**src/rtl/fetch_pkg.sv**
```systemverilog
// Shared types and constants for the instruction-fetch queue.
package fetch_pkg;

    typedef struct packed {
        logic [31:0] instr;
        logic [31:0] pc;
        logic [31:0] pc_plus4;
    } fetch_entry_t;

    localparam logic [31:0] NOP_INSTR = 32'h0000_0013;  // addi x0,x0,0

endpackage

```
**src/rtl/fetch_queue_if.sv**
```systemverilog
// Fetch-to-decode bundle: imem address/data, decode head entry, stall and redirect.
// Handshake: decode takes the head on a cycle where ValidD=1 and StallD=0; RedirectE overrides both.
interface fetch_queue_if #(
    parameter int DEPTH = 4
);
    localparam int CW = $clog2(DEPTH + 1);

    logic [31:0]   PCF;
    logic [31:0]   InstrF;
    logic [31:0]   InstrD;
    logic [31:0]   PCD;
    logic [31:0]   PCPlus4D;
    logic          ValidD;
    logic          StallD;
    logic          RedirectE;
    logic [31:0]   PCTargetE;
    logic [CW-1:0] CountF;

    modport master (
        output PCF, InstrD, PCD, PCPlus4D, ValidD, CountF,
        input  InstrF, StallD, RedirectE, PCTargetE
    );

    modport slave (
        input  PCF, InstrD, PCD, PCPlus4D, ValidD, CountF,
        output InstrF, StallD, RedirectE, PCTargetE
    );

endinterface

```
**src/rtl/fetch_fifo.sv**
```systemverilog
// Small circular buffer of fetched entries; flush empties it in one edge.
module fetch_fifo
    import fetch_pkg::*;
#(
    parameter int  DEPTH = 4,
    parameter type T     = fetch_entry_t
) (
    input  logic                       clk,
    input  logic                       rst_n,
    input  logic                       i_push,
    input  logic                       i_pop,
    input  logic                       i_flush,
    input  T                           i_wdata,
    output T                           o_rdata,
    output logic                       o_full,
    output logic                       o_empty,
    output logic [$clog2(DEPTH+1)-1:0] o_count
);
    localparam int AW = $clog2(DEPTH);
    localparam int CW = $clog2(DEPTH + 1);

    T              r_mem [DEPTH];
    logic [AW-1:0] r_wr_ptr;
    logic [AW-1:0] r_rd_ptr;
    logic [CW-1:0] r_count;

    // Data storage carries no reset; readers only look at it while count is non-zero.
    always_ff @(posedge clk) begin
        if (i_push && !i_flush) begin
            r_mem[r_wr_ptr] <= i_wdata;
        end
    end

    always_ff @(posedge clk or negedge rst_n) begin
        if (!rst_n) begin
            r_wr_ptr <= '0;
            r_rd_ptr <= '0;
            r_count  <= '0;
        end else if (i_flush) begin
            r_wr_ptr <= '0;
            r_rd_ptr <= '0;
            r_count  <= '0;
        end else begin
            if (i_push) r_wr_ptr <= r_wr_ptr + 1'b1;
            if (i_pop)  r_rd_ptr <= r_rd_ptr + 1'b1;
            case ({i_push, i_pop})
                2'b10:   r_count <= r_count + 1'b1;
                2'b01:   r_count <= r_count - 1'b1;
                default: r_count <= r_count;
            endcase
        end
    end

    assign o_rdata = r_mem[r_rd_ptr];
    assign o_full  = (r_count == CW'(DEPTH));
    assign o_empty = (r_count == '0);
    assign o_count = r_count;

endmodule

```
**src/rtl/fetch_queue.sv**
```systemverilog
// Fetch stage: owns the PC, buffers fetched words and presents the head entry to decode.
module fetch_queue #(
    parameter int          DEPTH     = 4,
    parameter logic [31:0] RESET_PC  = 32'h0,
    parameter logic [31:0] NOP_INSTR = fetch_pkg::NOP_INSTR
) (
    input  logic          clk,
    input  logic          rst_n,
    fetch_queue_if.master bus
);
    import fetch_pkg::*;

    localparam int CW = $clog2(DEPTH + 1);

    logic [31:0]   r_pc;
    logic          w_push;
    logic          w_pop;
    logic          w_full;
    logic          w_empty;
    logic          w_valid;
    logic [CW-1:0] w_count;
    fetch_entry_t  w_wdata;
    fetch_entry_t  w_head;

    assign w_valid = !w_empty;
    // A redirect flushes the head rather than handing it to decode.
    assign w_pop   = w_valid && !bus.StallD && !bus.RedirectE;
    assign w_push  = !bus.RedirectE && (!w_full || w_pop);

    assign w_wdata.instr    = bus.InstrF;
    assign w_wdata.pc       = r_pc;
    assign w_wdata.pc_plus4 = r_pc + 32'd4;

    always_ff @(posedge clk or negedge rst_n) begin
        if (!rst_n) begin
            r_pc <= RESET_PC;
        end else if (bus.RedirectE) begin
            r_pc <= bus.PCTargetE;
        end else if (w_push) begin
            r_pc <= r_pc + 32'd4;
        end
    end

    fetch_fifo #(
        .DEPTH (DEPTH),
        .T     (fetch_entry_t)
    ) u_fifo (
        .clk     (clk),
        .rst_n   (rst_n),
        .i_push  (w_push),
        .i_pop   (w_pop),
        .i_flush (bus.RedirectE),
        .i_wdata (w_wdata),
        .o_rdata (w_head),
        .o_full  (w_full),
        .o_empty (w_empty),
        .o_count (w_count)
    );

    assign bus.PCF      = r_pc;
    assign bus.ValidD   = w_valid;
    assign bus.InstrD   = w_valid ? w_head.instr    : NOP_INSTR;
    assign bus.PCD      = w_valid ? w_head.pc       : 32'h0;
    assign bus.PCPlus4D = w_valid ? w_head.pc_plus4 : 32'h0;
    assign bus.CountF   = w_count;

endmodule
```
**src/flat_wrapper.sv**
```systemverilog
// flat-port wrapper written by rule: the top's interface ports become plain ports
module fetch_queue_flat import fetch_pkg::*;
#(
    parameter int          DEPTH     = 4,
    parameter logic [31:0] RESET_PC  = 32'h0,
    parameter logic [31:0] NOP_INSTR = fetch_pkg::NOP_INSTR
)
  (clk, rst_n, bus_PCF, bus_InstrD, bus_PCD, bus_PCPlus4D, bus_ValidD, bus_CountF, bus_InstrF, bus_StallD, bus_RedirectE, bus_PCTargetE);
  fetch_queue_if #(.DEPTH(DEPTH)) bus_i ();
  input  logic clk;
  input  logic rst_n;
  output wire logic [$bits(bus_i.PCF)-1:0] bus_PCF;
  output wire logic [$bits(bus_i.InstrD)-1:0] bus_InstrD;
  output wire logic [$bits(bus_i.PCD)-1:0] bus_PCD;
  output wire logic [$bits(bus_i.PCPlus4D)-1:0] bus_PCPlus4D;
  output wire logic [$bits(bus_i.ValidD)-1:0] bus_ValidD;
  output wire logic [$bits(bus_i.CountF)-1:0] bus_CountF;
  input wire logic [$bits(bus_i.InstrF)-1:0] bus_InstrF;
  input wire logic [$bits(bus_i.StallD)-1:0] bus_StallD;
  input wire logic [$bits(bus_i.RedirectE)-1:0] bus_RedirectE;
  input wire logic [$bits(bus_i.PCTargetE)-1:0] bus_PCTargetE;
  assign bus_PCF = bus_i.PCF;
  assign bus_InstrD = bus_i.InstrD;
  assign bus_PCD = bus_i.PCD;
  assign bus_PCPlus4D = bus_i.PCPlus4D;
  assign bus_ValidD = bus_i.ValidD;
  assign bus_CountF = bus_i.CountF;
  assign bus_i.InstrF = bus_InstrF;
  assign bus_i.StallD = bus_StallD;
  assign bus_i.RedirectE = bus_RedirectE;
  assign bus_i.PCTargetE = bus_PCTargetE;
  fetch_queue #(.DEPTH(DEPTH), .RESET_PC(RESET_PC), .NOP_INSTR(NOP_INSTR)) u_core (.clk(clk), .rst_n(rst_n), .bus(bus_i));
endmodule
```
**config.mk**
```make
export PLATFORM = sky130hd
export DESIGN_NAME = fetch_queue_flat
export DESIGN_NICKNAME = d
export VERILOG_FILES = /design/src/rtl/fetch_pkg.sv /design/src/rtl/fetch_queue_if.sv /design/src/rtl/fetch_fifo.sv /design/src/rtl/fetch_queue.sv /design/src/flat_wrapper.sv
export SDC_FILE = /design/constraint.sdc
export NUM_CORES = 1
export LEC_CHECK = 0
export ABC_AREA = 1
export BUFFER_PORTS_ARGS = -buffer_cell sky130_fd_sc_hd__clkbuf_2
export CAP_MARGIN = 20
export CORE_ASPECT_RATIO = 1.1
export CORE_UTILIZATION = 58
export DETAILED_ROUTE_END_ITERATION = 8
export GPL_ROUTABILITY_DRIVEN = 0
export PLACE_DENSITY_LB_ADDON = 0.05
export RECOVER_POWER = 25
export SETUP_SLACK_MARGIN = 0.5
export SLEW_MARGIN = 25
export SYNTH_ARGS = -nofsm -noshare
export SYNTH_HDL_FRONTEND = slang
export SYNTH_SLANG_ARGS = --single-unit
```
**constraint.sdc**
```tcl
create_clock -name clk -period 4.49 [get_ports clk]
set_clock_uncertainty 0.1 [all_clocks]
set_input_delay 0.449 -clock clk [delete_from_list [all_inputs] [get_ports clk]]
set_output_delay 0.449 -clock clk [all_outputs]
set_load 0.02 [all_outputs]
```
# After elaboration in Yosys (flattened, before gate mapping)
# Memory sizes are Yosys's and may differ from the RTL's.
# Cells that the tools add are included.
# op_classes
muxes,13
n_reduce_logical,13
n_addsub,5
eq_ne,3
# op_table
operator,count
$mux W32,5
$add A32 B3 Y32 const B,1
$mux W2,4
$pmux W3 S2,1
$add A2 B1 Y2 const B,2
$logic_and A1 B1 Y1,4
$logic_not A1 Y1,4
$reduce_bool A2 Y1,2
$add A3 B1 Y3 const B,1
$eq A3 B3 Y1 const B,1
$logic_not A3 Y1,1
$mux W3,1
$reduce_bool A3 Y1,1
$sub A3 B1 Y3 const B,1
$eq A2 B1 Y1 const B,1
$eq A2 B2 Y1 const B,1
$mux W1,2
$logic_or A1 B1 Y1,1
# totals
mem_count,1
reg_bits,39
mem_bits_rw,384
inputBits,68
# mem_list
memory,words,word_bits,read_ports,rd_clocked_by_memory_dff,write_ports,line_no,text
u_core.u_fifo.r_mem,4,96,1,0,1,fetch_fifo.sv:22,T r_mem [DEPTH];

# Longest topological paths before layout
# Gate-level depths: netlist of the first run.
# logic_depth
ltp_word,9
mapped_depth,10
depth_no_buf,10

# Hierarchy
# From an unflattened synthesis of the first run, not the netlist that was laid out.
# unflattened
hier_cells,1585
hier_area_um2,18047.3
# modules_own_cells
module,cells_per_inst,seq_area_each_um2,n_inst,area_per_inst_um2
fetch_fifo,988,11706.2,1,14681.6
fetch_queue,597,800.8,1,3365.7

# Worst setup path before layout of the first run
# No wires, ideal clock.
# synth_path
kind,flip-flop to flip-flop
startpoint,register u_core.u_fifo.r_count[0] (netlist: u_core.u_fifo.o_count[0])
endpoint,"memory u_core.u_fifo.r_mem[0][10] (netlist bit), enable pin"
synth_period_minus_slack_ns,3.723
t_arrival_ns,3.176
required_ns,3.942
setup_time_ns,0.448
stages_incl_launch_ff,7
n_path_buf,1
slack_ns,0.767
cell_sequence,dfrtp_1 -> inv_1 -> ha_1 -> a31oi_2 -> buf_2 -> nand2_1 -> inv_1
# synth_between
elab_chain_len,9
# synth_lines
item,line_no,text
"start, declared",fetch_fifo.sv:25,logic [CW-1:0] r_count;
"start signal, assigned",fetch_fifo.sv:47,2'b10: r_count <= r_count + 1'b1;
"start signal, assigned",fetch_fifo.sv:48,2'b01: r_count <= r_count - 1'b1;
"start signal, assigned",fetch_fifo.sv:49,default: r_count <= r_count;
$logic_not A3 Y1,fetch_fifo.sv:56,assign o_empty = (r_count == '0);
$logic_not A1 Y1,fetch_queue.sv:25,assign w_valid = !w_empty;
$logic_and A1 B1 Y1 (2 in a row),fetch_queue.sv:27,assign w_pop = w_valid && !bus.StallD && !bus.RedirectE;
$logic_or A1 B1 Y1 *,fetch_queue.sv:28,assign w_push = !bus.RedirectE && (!w_full || w_pop);
$logic_and A1 B1 Y1 *,fetch_queue.sv:28,
$logic_and A1 B1 Y1 *,fetch_fifo.sv:29,if (i_push && !i_flush) begin
$mux W1 *,fetch_fifo.sv:29,
$mux W1 (implied by the code) *,fetch_fifo.sv:30,r_mem[r_wr_ptr] <= i_wdata;
"end, declared",fetch_fifo.sv:22,
# Every way passes the cells marked *; elsewhere a longest branch is shown, timed or not.

# Worst setup path in the final report of the first run
# layout_path
startpoint,register u_core.u_fifo.r_rd_ptr[1]
endpoint,output bus_PCPlus4D[14]
# layout_between
elab_chain_len,2
# layout_lines
item,line_no,text
"start, declared",fetch_fifo.sv:24,logic [AW-1:0] r_rd_ptr;
"start signal, assigned",fetch_fifo.sv:45,if (i_pop) r_rd_ptr <= r_rd_ptr + 1'b1;
$mem_v2 Z4 W96,-,
$mux W32,fetch_queue.sv:64,assign bus.PCPlus4D = w_valid ? w_head.pc_plus4 : 32'h0;
"end, declared",flat_wrapper.sv:15,output wire logic [$bits(bus_i.PCPlus4D)-1:0] bus_PCPlus4D;
# No other way between the ends.

==> results.toml, run 1 <==
[cells_and_area]
fin_area_um2 = 19890
fill_cells = 2290
nets = 1747
regArea_um2 = 12270
area_growth_pct = 14.00
multi_input_area_um2 = 4434
stdcell_count = 2079
fin_util_pct = 67.29
diodes = 0
drive_gt1_share_pct = 17.30

[power]
cellPowerDensity_nw_per_um2 = 595.2
combPwrFrac_pct = 29.5
p_sw_share_pct = 35.30
power_frac_clock_pct = 28.8
power.switching_mw = 4.180
intPower_mw = 7.661
p_leak_nw = 7.476
power_frac_seq_pct = 41.7
ir_drop_mv = 0.4432

[floorplanning]
rows = 66
fp.coreArea_um2 = 29560
ios = 200
die_area_um2 = 30790
dieWidth_um = 167.4
die_h_um = 183.9
initial_core_util_pct = 59.03

[placement]
io_buffers = 199
dp_hpwl_mm = 24.21
place_worst_setup_slack_ns = 1.352
dpl.cell_count = 2001
placed_area_um2 = 18570

[timing]
tightest_slew_ns = 1.029
min_period_ns = 3.673
slew_violations = 0
relSlewSlack_pct = 31.40
fin_ws_ns = 0.8173
rsz0062_at_grt = "no"
setup_violations = 0
finalHoldViolCount = 0
fin_setup_tns_ns = 0
clock.fmax_ghz = 0.2723
fin_crit_sh_pct = 81.80

[clock_network]
clock_latency_ns = 0.54
h-tree-depth = 2
cts_buffers = 42
clock_path_buffers = 3
cts_sinks = 415
post-cts-setup-buffers = 0
cts_tree = "built"
clk_pin_slew_ns = 0.06
root_buffer = "clkbuf_16"

[outcome]
outcome = "finished clean"

[global_route]
antenna_found_initial = 0
grt_usage_pct = 26.86
grt_overflow = 0
grt_pass1_wl_mm = 63.22
grt_pass1_vias = 11291
grt_max_degree = 190

[setup_path]
worstReg2RegEnd = "u_core.u_fifo.r_mem[1][84]$_DFFE_PP_"
r2r_cells = 6
endpoint = "bus_PCPlus4D[14]"
start_kind = "flip-flop"
cp.arrival_ns = 3.12
crit_type = "flip-flop to primary output"
r2r_start = "u_core.u_fifo.o_count[0]$_DFFE_PN0P_"
crit_path_max_fanout = 68
rrSetupSlack_ns = 1.71
cp-end-kind = "primary output"
critPathRequiredTime_ns = 3.94
critPathLaunch = "u_core.u_fifo.r_rd_ptr[1]$_DFFE_PN0P_"

[route]
vias = 11634
drtPass1Iterations = 7
viasPerCell = 5.596
top_layer = "met4"
wl_met2_mm = 20.48
ant_nets = 0
wl_met3_mm = 2.610
drt_iter0_markers = 988
wl_per_cell_um = 19.81
drc = 0
wl_mm = 41.18
wl_met1_mm = 17.31

[logic_synthesis]
yosysTopAreaCellShare_pct = 64.70
syn_inst = 1522
yosysTopAreaCell = "edfxtp_1"
yosysSeqAreaShare_pct = 70.29
ys_seq_elements = 415
ys_types = 34
netlist_area_um2 = 17450
syn_nets = 1597
yosysWarnings = 0
synth.avg_cell_area_um2 = 11.47
synth_area_leaders = "edfxtp_1 (65%), nor2_1 (8.8%), dfrtp_1 (5.6%)"

[hold_path]
hold_path_class = "input pin to flip-flop"

[run]
drv_cap = 0
synthesized netlist by cell type:
library cell	n
buf_2	30
o311ai_0	3
nor2_8	1
and2_1	1
o31ai_1	1
edfxtp_1	376
nand3b_1	5
nor2_4	7
inv_1	32
ha_1	7
xor2_2	7
xor2_1	5
o211ai_1	1
buf_1	6
nand2_1	157
a22oi_1	24
nand3_1	15
nand2_4	2
buf_6	1
xnor2_1	4
o21ai_0	176
clkbuf_1	42
o21ai_1	15
buf_4	36
inv_4	1
inv_2	5
a31oi_2	1
a21oi_1	95
dfrtp_1	39
nor2_1	410
a31oi_1	1
nor2_2	7
nand4_2	1
nand2_2	8
power by group through the flow:
| stage | logic [mW] | registers [mW] | clock network [mW] |
|---|---|---|---|
| detailed placement | 3.51 | 5.02 | 0 |
| CTS | 3.52 | 4.94 | 3.45 |
| global placement | 3.47 | 5.00 | 0 |
| floorplan | 2.34 | 4.95 | 0 |
| finish | 3.49 | 4.94 | 3.41 |
| global route | 3.80 | 4.98 | 3.61 |
critical path: stages (launching register included):
cell and delay, ns:
dfrtp_4 0.67, clkinv_2 0.49, buf_4 0.53, nor2_1 0.20
o21ai_0 0.10, a21oi_1 0.27, clkbuf_2 0.22
per-stage QoR:
| step | hold WS [ns] | power, mW |
|---|---|---|
| finish | 0.03317 | 11.84 |
| CTS | 0.02301 | 11.92 |
| detailed placement | 0.3231 | 8.526 |
| floorplan | 0.05341 | 7.291 |
| global route | 0.03536 | 12.39 |
| global placement | 0.3145 | 8.479 |
worst min-delay path by stage:
stage | slack, ns | end | from | cells past startpoint
2_1_floorplan | 0.05 | u_core.bus.PCF[0]$_DFFE_PN0P_ | rst_n | 0
3_3_place_gp | 0.31 | u_core.bus.PCF[24]$_DFFE_PN0P_ | rst_n | 1
3_5_place_dp | 0.32 | u_core.bus.PCF[24]$_DFFE_PN0P_ | rst_n | 1
4_1_cts | 0.02 | u_core.bus.PCF[0]$_DFFE_PN0P_ | bus_PCTargetE[0] | 3
5_1_grt | 0.04 | u_core.bus.PCF[1]$_DFFE_PN0P_ | bus_PCTargetE[1] | 3
6_report | 0.03 | u_core.bus.PCF[0]$_DFFE_PN0P_ | bus_PCTargetE[0] | 3
timing repair:
action                                 in CTS  in global routing
hold buffers                                1                  0
endpoints found under the hold margin      14                  0
gates resized for setup                     0                  0
sequential cells by signal, summed over array words and instances (netlist names):
signal	count
u_core.bus.PCF	32
u_core.u_fifo.r_mem	376
u_core.u_fifo.o_count	3
u_core.u_fifo.r_wr_ptr	2
u_core.u_fifo.r_rd_ptr	2
cell families after synthesis:
group                    after synthesis  share of synthesized area [%]
AND/OR/NAND/NOR                      614                          14.18
flip-flops                           415                          70.29
AO/OA/AOI/OAI                        317                          9.579
buffers and inverters                153                          4.338
XOR/XNOR                              16                          1.104
adder cells (fa/ha/maj)                7                         0.5019
routing by layer:
| layer | vias up | GRT usage (%) |
|---|---|---|
| li1 | 5521 | - |
| met1 | 5635 | 35.85 |
| met2 | 422 | 45.93 |
| met3 | 56 | 4.069 |
| met4 | 0 | 7.743 |
| met5 | - | 0 |
cell usage in the layout, fill, tap and decap left out, drive strengths merged:
master,Yosys,layout
o31ai,1,1
clkbuf,42,259
clkinv,0,13
clkinvlp,0,1
a31oi,2,2
o211ai,1,1
a22oi,24,24
dlygate4sd3,0,1
dfrtp,39,39
a21oi,95,95
and2,1,1
edfxtp,376,376
nand2,167,167
inv,38,38
buf,73,21
bufinv,0,3
ha,7,7
xnor2,4,4
o311ai,3,3
nand3,15,15
o21ai,191,191
xor2,12,12
nor2,425,425
nand3b,5,5
nand4,1,1
area by class of cell:
class                   count  share of cell area (%)
repair buffers            221                   6.082
inverters                  38                  0.7862
flip-flops and latches    415                   61.70
clock inverters            17                  0.8113
multi-input cells         954                   22.29
clock buffers              60                   5.981
well taps                 374                   2.352
No activity file was read; power rests on OpenSTA's default activity.
==> run 2, diff against run 1 <==
CORE_UTILIZATION = 53   (was 58)
clock period = 3 ns   (was 4.49 ns; I/O delays follow)
==> run 2 against run 1 <==
Net effect:
- wire length grew 14%
- via count grew 5.4%
- design area grew 8.4%
- critical path depth is the same
- power grew 60%
- count of clock-buffer cells in the layout shrank 2
- first-iteration DRC count grew 17%
- flip-flop and latch count is the same
- worst hold slack gained 0.075 ns
- register-to-register slack lost 0.91 ns
- largest cell class unchanged
==> results.toml, run 2 (same netlist as run 1, synthesis figures left out) <==
[timing]
fin_setup_tns_ns = 0
fin_crit_sh_pct = 81.96
clock.fmax_ghz = 0.4067
rsz0062_at_grt = "yes"
relSlewSlack_pct = 31.52
tightest_slew_ns = 1.027
min_period_ns = 2.459
finalHoldViolCount = 0
fin_ws_ns = 0.5411
whs_ns = 0.1082
slew_violations = 0
setup_violations = 0

[hold_path]
hold_path_class = "input pin to flip-flop"

[power]
ir_drop_mv = 0.5894
intPower_mw = 12.26
power_frac_seq_pct = 38.9
cellPowerDensity_nw_per_um2 = 879.6
p_leak_nw = 8.137
combPwrFrac_pct = 34.2
p_sw_share_pct = 35.39
power_frac_clock_pct = 26.9
power.switching_mw = 6.714

[route]
wl_mm = 46.98
wl_per_cell_um = 21.05
drc = 0
drtPass1Iterations = 7
viasPerCell = 5.495
ant_nets = 0
drt_iter0_markers = 1160
vias = 12264

[setup_path]
critPathLaunch = "u_core.u_fifo.r_rd_ptr[0]$_DFFE_PN0P_"
worstReg2RegEnd = "u_core.u_fifo.r_mem[1][28]$_DFFE_PP_"
r2r_cells = 6
endpoint = "bus_PCPlus4D[29]"
crit_type = "flip-flop to primary output"
r2r_start = "u_core.u_fifo.o_count[0]$_DFFE_PN0P_"
cp.arrival_ns = 2.06
critPathRequiredTime_ns = 2.60
cp-end-kind = "primary output"
start_kind = "flip-flop"
crit_path_max_fanout = 23
rrSetupSlack_ns = 0.80

[placement]
io_buffers = 199
dp_hpwl_mm = 25.78
placed_area_um2 = 18880
place_worst_setup_slack_ns = 0.7062

[floorplanning]
rows = 69
fp.coreArea_um2 = 32370
die_area_um2 = 33660
initial_core_util_pct = 53.90
ios = 200
dieWidth_um = 175.0
die_h_um = 192.3

[global_route]
grt_max_degree = 48
grt_pass1_vias = 11676
grt_pass1_wl_mm = 67.88
grt_usage_pct = 26.92
antenna_found_initial = 0
grt_overflow = 0

[cells_and_area]
final_common_cell = "nor2_1"
final_cell_mix = "nor2_1 (407), edfxtp_1 (376), o21ai_0 (173), nand2_1 (153), clkbuf_2 (125)"
fin_area_um2 = 21570
regMostFlops = "u_core.u_fifo.r_mem"
fin_util_pct = 66.63
nets = 1848
largest_reg_flops = 376
area_growth_pct = 23.62
multi_input_area_um2 = 4497
diodes = 0
drive_gt1_share_pct = 19.16
regArea_um2 = 12280
fill_cells = 2477

[run]
drv_cap = 0

[clock_network]
cts_buffers = 42
h-tree-depth = 2
clock_latency_ns = 0.53
root_buffer = "clkbuf_16"
cts_sinks = 415
cts_tree = "built"
clk_pin_slew_ns = 0.06
clock_path_buffers = 3

[outcome]
outcome = "finished clean"
==> run 2: changes by cell type in the layout (fill, tap and decap cells not counted), moves of 8 or more <==
cell / change
buf_16: +12
clkbuf_2: -41
buf_12: +10
buf_2: +21
clkbuf_16: +8
buf_4: +19
dlygate4sd3_1: +64
==> run 2: power groups by stage <==
| stage | clock network, mW | logic, mW | registers, mW |
|---|---|---|---|
| floorplan | 0 | 3.53 | 7.41 |
| global placement | 0 | 5.50 | 7.49 |
| detailed placement | 0 | 5.55 | 7.51 |
| CTS | 5.19 | 6.11 | 7.38 |
| global route | 5.40 | 6.95 | 7.44 |
| finish | 5.11 | 6.48 | 7.38 |
==> run 2: repair_timing <==
action | CTS | global route
setup buffers | 11 | 3
pin swaps | 4 | 8
hold endpoints to repair | 186 | 0
endpoints found under the setup margin | 97 | 95
resized for setup | 25 | 79
hold buffers | 65 | 0
gates cloned | 7 | 9
==> run 2: routing by layer <==
layer	vias up	track usage [%]	wire, um
li1	5746	-	-
met1	5973	35.96	19350
met2	462	45.53	23230
met3	83	3.625	3005
met4	0	9.465	1389
met5	-	0	0
==> run 2: worst max-delay path: stages (launching register included) <==
cell and delay, ns:
dfrtp_4 0.50, buf_12 0.18, clkinv_16 0.11, buf_16 0.18, o21ai_0 0.11, a21oi_1 0.23
buf_2 0.21
==> run 2: cell type report <==
type,count,area share [%]
clock inverters,19,0.8120
repair buffers,320,12.52
inverters,38,0.9106
flip-flops and latches,415,56.91
repair inverters,2,0.09280
multi-input cells,954,20.85
clock buffers,58,5.435
well taps,426,2.471
==> run 2: worst min path at each step <==
stage | depth (start not counted) | slack (ns) | start | end
after floorplan | 0 | -0.1 | rst_n | u_core.bus.PCF[0]$_DFFE_PN0P_
after global placement | 1 | 0.35 | rst_n | u_core.bus.PCF[24]$_DFFE_PN0P_
after detailed placement | 1 | 0.35 | rst_n | u_core.bus.PCF[24]$_DFFE_PN0P_
after CTS | 4 | 0.08 | bus_StallD | u_core.u_fifo.r_rd_ptr[0]$_DFFE_PN0P_
after global routing | 4 | 0.11 | bus_StallD | u_core.u_fifo.r_rd_ptr[0]$_DFFE_PN0P_
final | 4 | 0.11 | bus_StallD | u_core.u_fifo.r_rd_ptr[0]$_DFFE_PN0P_
==> run 2: through the flow <==
stage	std cells	power, mW
3_5_place_dp	2060	13.06
2_1_floorplan	1522	10.94
6_report	2232	18.97
3_3_place_gp	2060	12.99
5_1_grt	2232	19.78
4_1_cts	2220	18.68
==> run 3, diff against run 2 <==
clock period = 2 ns   (was 3 ns; I/O delays follow)
==> run 3 against run 2 <==
Net effect:
- the run now ends with setup timing left
- via count is 9.6% higher
- global-route usage grew 1.9 points
- design area up 17%
- die area did not move
==> results.toml, run 3 (same netlist as run 1, synthesis figures left out) <==
[setup_path]
crit_type = "flip-flop to primary output"
r2r_start = "u_core.u_fifo.o_count[0]$_DFFE_PN0P_"
rrSetupSlack_ns = -0.10
cp.arrival_ns = 2.15
crit_path_max_fanout = 13
cp-end-kind = "primary output"
start_kind = "flip-flop"
critPathRequiredTime_ns = 1.70
worstReg2RegEnd = "u_core.u_fifo.r_mem[1][53]$_DFFE_PP_"
r2r_cells = 9

[timing]
fin_crit_sh_pct = 122.6
min_period_ns = 2.451
relSlewSlack_pct = 37.71
finalHoldViolCount = 0
clock.fmax_ghz = 0.4080
slew_violations = 0
rsz0062_at_grt = "yes"
tightest_slew_ns = 0.9343
setup_violations = 357
fin_ws_ns = -0.4511

[cells_and_area]
final_cell_mix = "nor2_1 (389), edfxtp_1 (376), nand2_1 (152), o21ai_1 (89), buf_4 (87)"
fin_util_pct = 78.07
diodes = 0
stdcell_count = 2363
regMostFlops = "u_core.u_fifo.r_mem"
area_growth_pct = 44.84
final_common_cell = "nor2_1"
fill_cells = 1916
drive_gt1_share_pct = 33.82
largest_reg_flops = 376
nets = 1978

[global_route]
grt_max_degree = 66
grt_pass1_vias = 12454
antenna_found_initial = 0
grt_usage_pct = 28.84
grt_overflow = 0
grt_pass1_wl_mm = 72.57

[route]
viasPerCell = 5.689
wl_per_cell_um = 23.26
drc = 0
vias = 13443
wl_mm = 54.97
drtPass1Iterations = 6
drt_iter0_markers = 1454
ant_nets = 0

[hold_path]
hold_end = "u_core.u_fifo.r_rd_ptr[1]$_DFFE_PN0P_"
holdPathStages = 4
hold_path_class = "input pin to flip-flop"
min_from = "bus_RedirectE"

[floorplanning]
dieWidth_um = 175.0
die_area_um2 = 33660
fp.coreArea_um2 = 32370
rows = 69
die_h_um = 192.3
ios = 200
initial_core_util_pct = 53.90

[clock_network]
clock_path_buffers = 3
h-tree-depth = 2
cts_buffers = 42
cts_tree = "built"
clock_latency_ns = 0.54
root_buffer = "clkbuf_16"
cts_sinks = 415
clk_pin_slew_ns = 0.06

[placement]
dpl.cell_count = 2121
io_buffers = 199
dp_hpwl_mm = 27.95

[power]
power_mw = 35.04
ir_drop_mv = 0.8959
p_leak_nw = 9.479
cellPowerDensity_nw_per_um2 = 1386

[outcome]
outcome = "finished with violations"
violations = "setup timing"

[run]
drv_cap = 0
==> run 3: layer usage <==
metal	vias to the layer above	share of wire, %	global-route usage (%)
met5	-	0	0
met4	0	2.7	10.07
met3	94	6.9	3.743
met2	632	52	49.69
met1	6689	39	37.83
li1	6028	-	-
==> run 3: worst max-delay path by stage <==
| stage | startpoint | endpoint | slack, ns | cells after the start |
|---|---|---|---|---|
| after floorplan | u_core.u_fifo.o_count[0]$_DFFE_PN0P_ | u_core.u_fifo.r_mem[0][10]$_DFFE_PP_ | -0.89 | 6 |
| after global placement | u_core.u_fifo.o_count[1]$_DFFE_PN0P_ | u_core.u_fifo.r_rd_ptr[0]$_DFFE_PN0P_ | 0.07 | 9 |
| after detailed placement | u_core.u_fifo.r_rd_ptr[0]$_DFFE_PN0P_ | bus_InstrD[31] | 0.03 | 5 |
| after CTS | u_core.u_fifo.r_rd_ptr[0]$_DFFE_PN0P_ | bus_InstrD[31] | -0.38 | 7 |
| after global routing | u_core.u_fifo.r_rd_ptr[0]$_DFFE_PN0P_ | bus_InstrD[11] | -0.52 | 6 |
| final | u_core.u_fifo.r_rd_ptr[0]$_DFFE_PN0P_ | bus_InstrD[11] | -0.45 | 6 |
==> run 3: where the power goes <==
part	switching (mW)	total [mW]	internal, mW
logic	8.78	16.1	7.32
registers	0.393	11.0	10.6
clock network	3.26	7.98	4.72
total	12.4	35.0	22.6
==> run 3: layout make-up <==
type | instances | area [um2] | share of cell area, %
Timing Repair inverter | 2 | 17.52 | 0.06930
Clock buffer | 54 | 1190 | 4.708
Inverter | 38 | 188.9 | 0.7475
Clock inverter | 24 | 216.5 | 0.8564
Multi-Input combinational cell | 954 | 5603 | 22.17
Tap cell | 426 | 533.0 | 2.109
Timing Repair Buffer | 450 | 5249 | 20.77
Sequential cell | 415 | 12280 | 48.58
==> run 3: per-stage QoR <==
stage	setup WS (ns)	setup TNS [ns]	hold WS, ns	cell area [um2]
6_report	-0.4511	-46.40	0.01625	25280
5_1_grt	-0.5227	-67.52	0.03804	25280
4_1_cts	-0.3753	-37.89	0.002577	23440
3_5_place_dp	0.02699	0	-0.008960	20060
3_3_place_gp	0.07152	0	-0.002540	20060
2_1_floorplan	-0.8935	-335.94	-0.1956	18080
==> run 3: repair_timing <==
item	4_1_cts	5_1_grt
hold buffers	70	0
cloned	17	43
setup endpoints to repair	646	653
gates resized for setup	196	351
pin swaps	27	35
buffers inserted	22	12
endpoints found under the hold margin	201	0
==> run 3: worst max-delay path, stage by stage (launching register included) <==
cell	delay, ns
dfrtp_4	0.53
buf_12	0.18
inv_8	0.16
buf_16	0.17
o21ai_0	0.16
a21oi_2	0.24
clkbuf_8	0.18
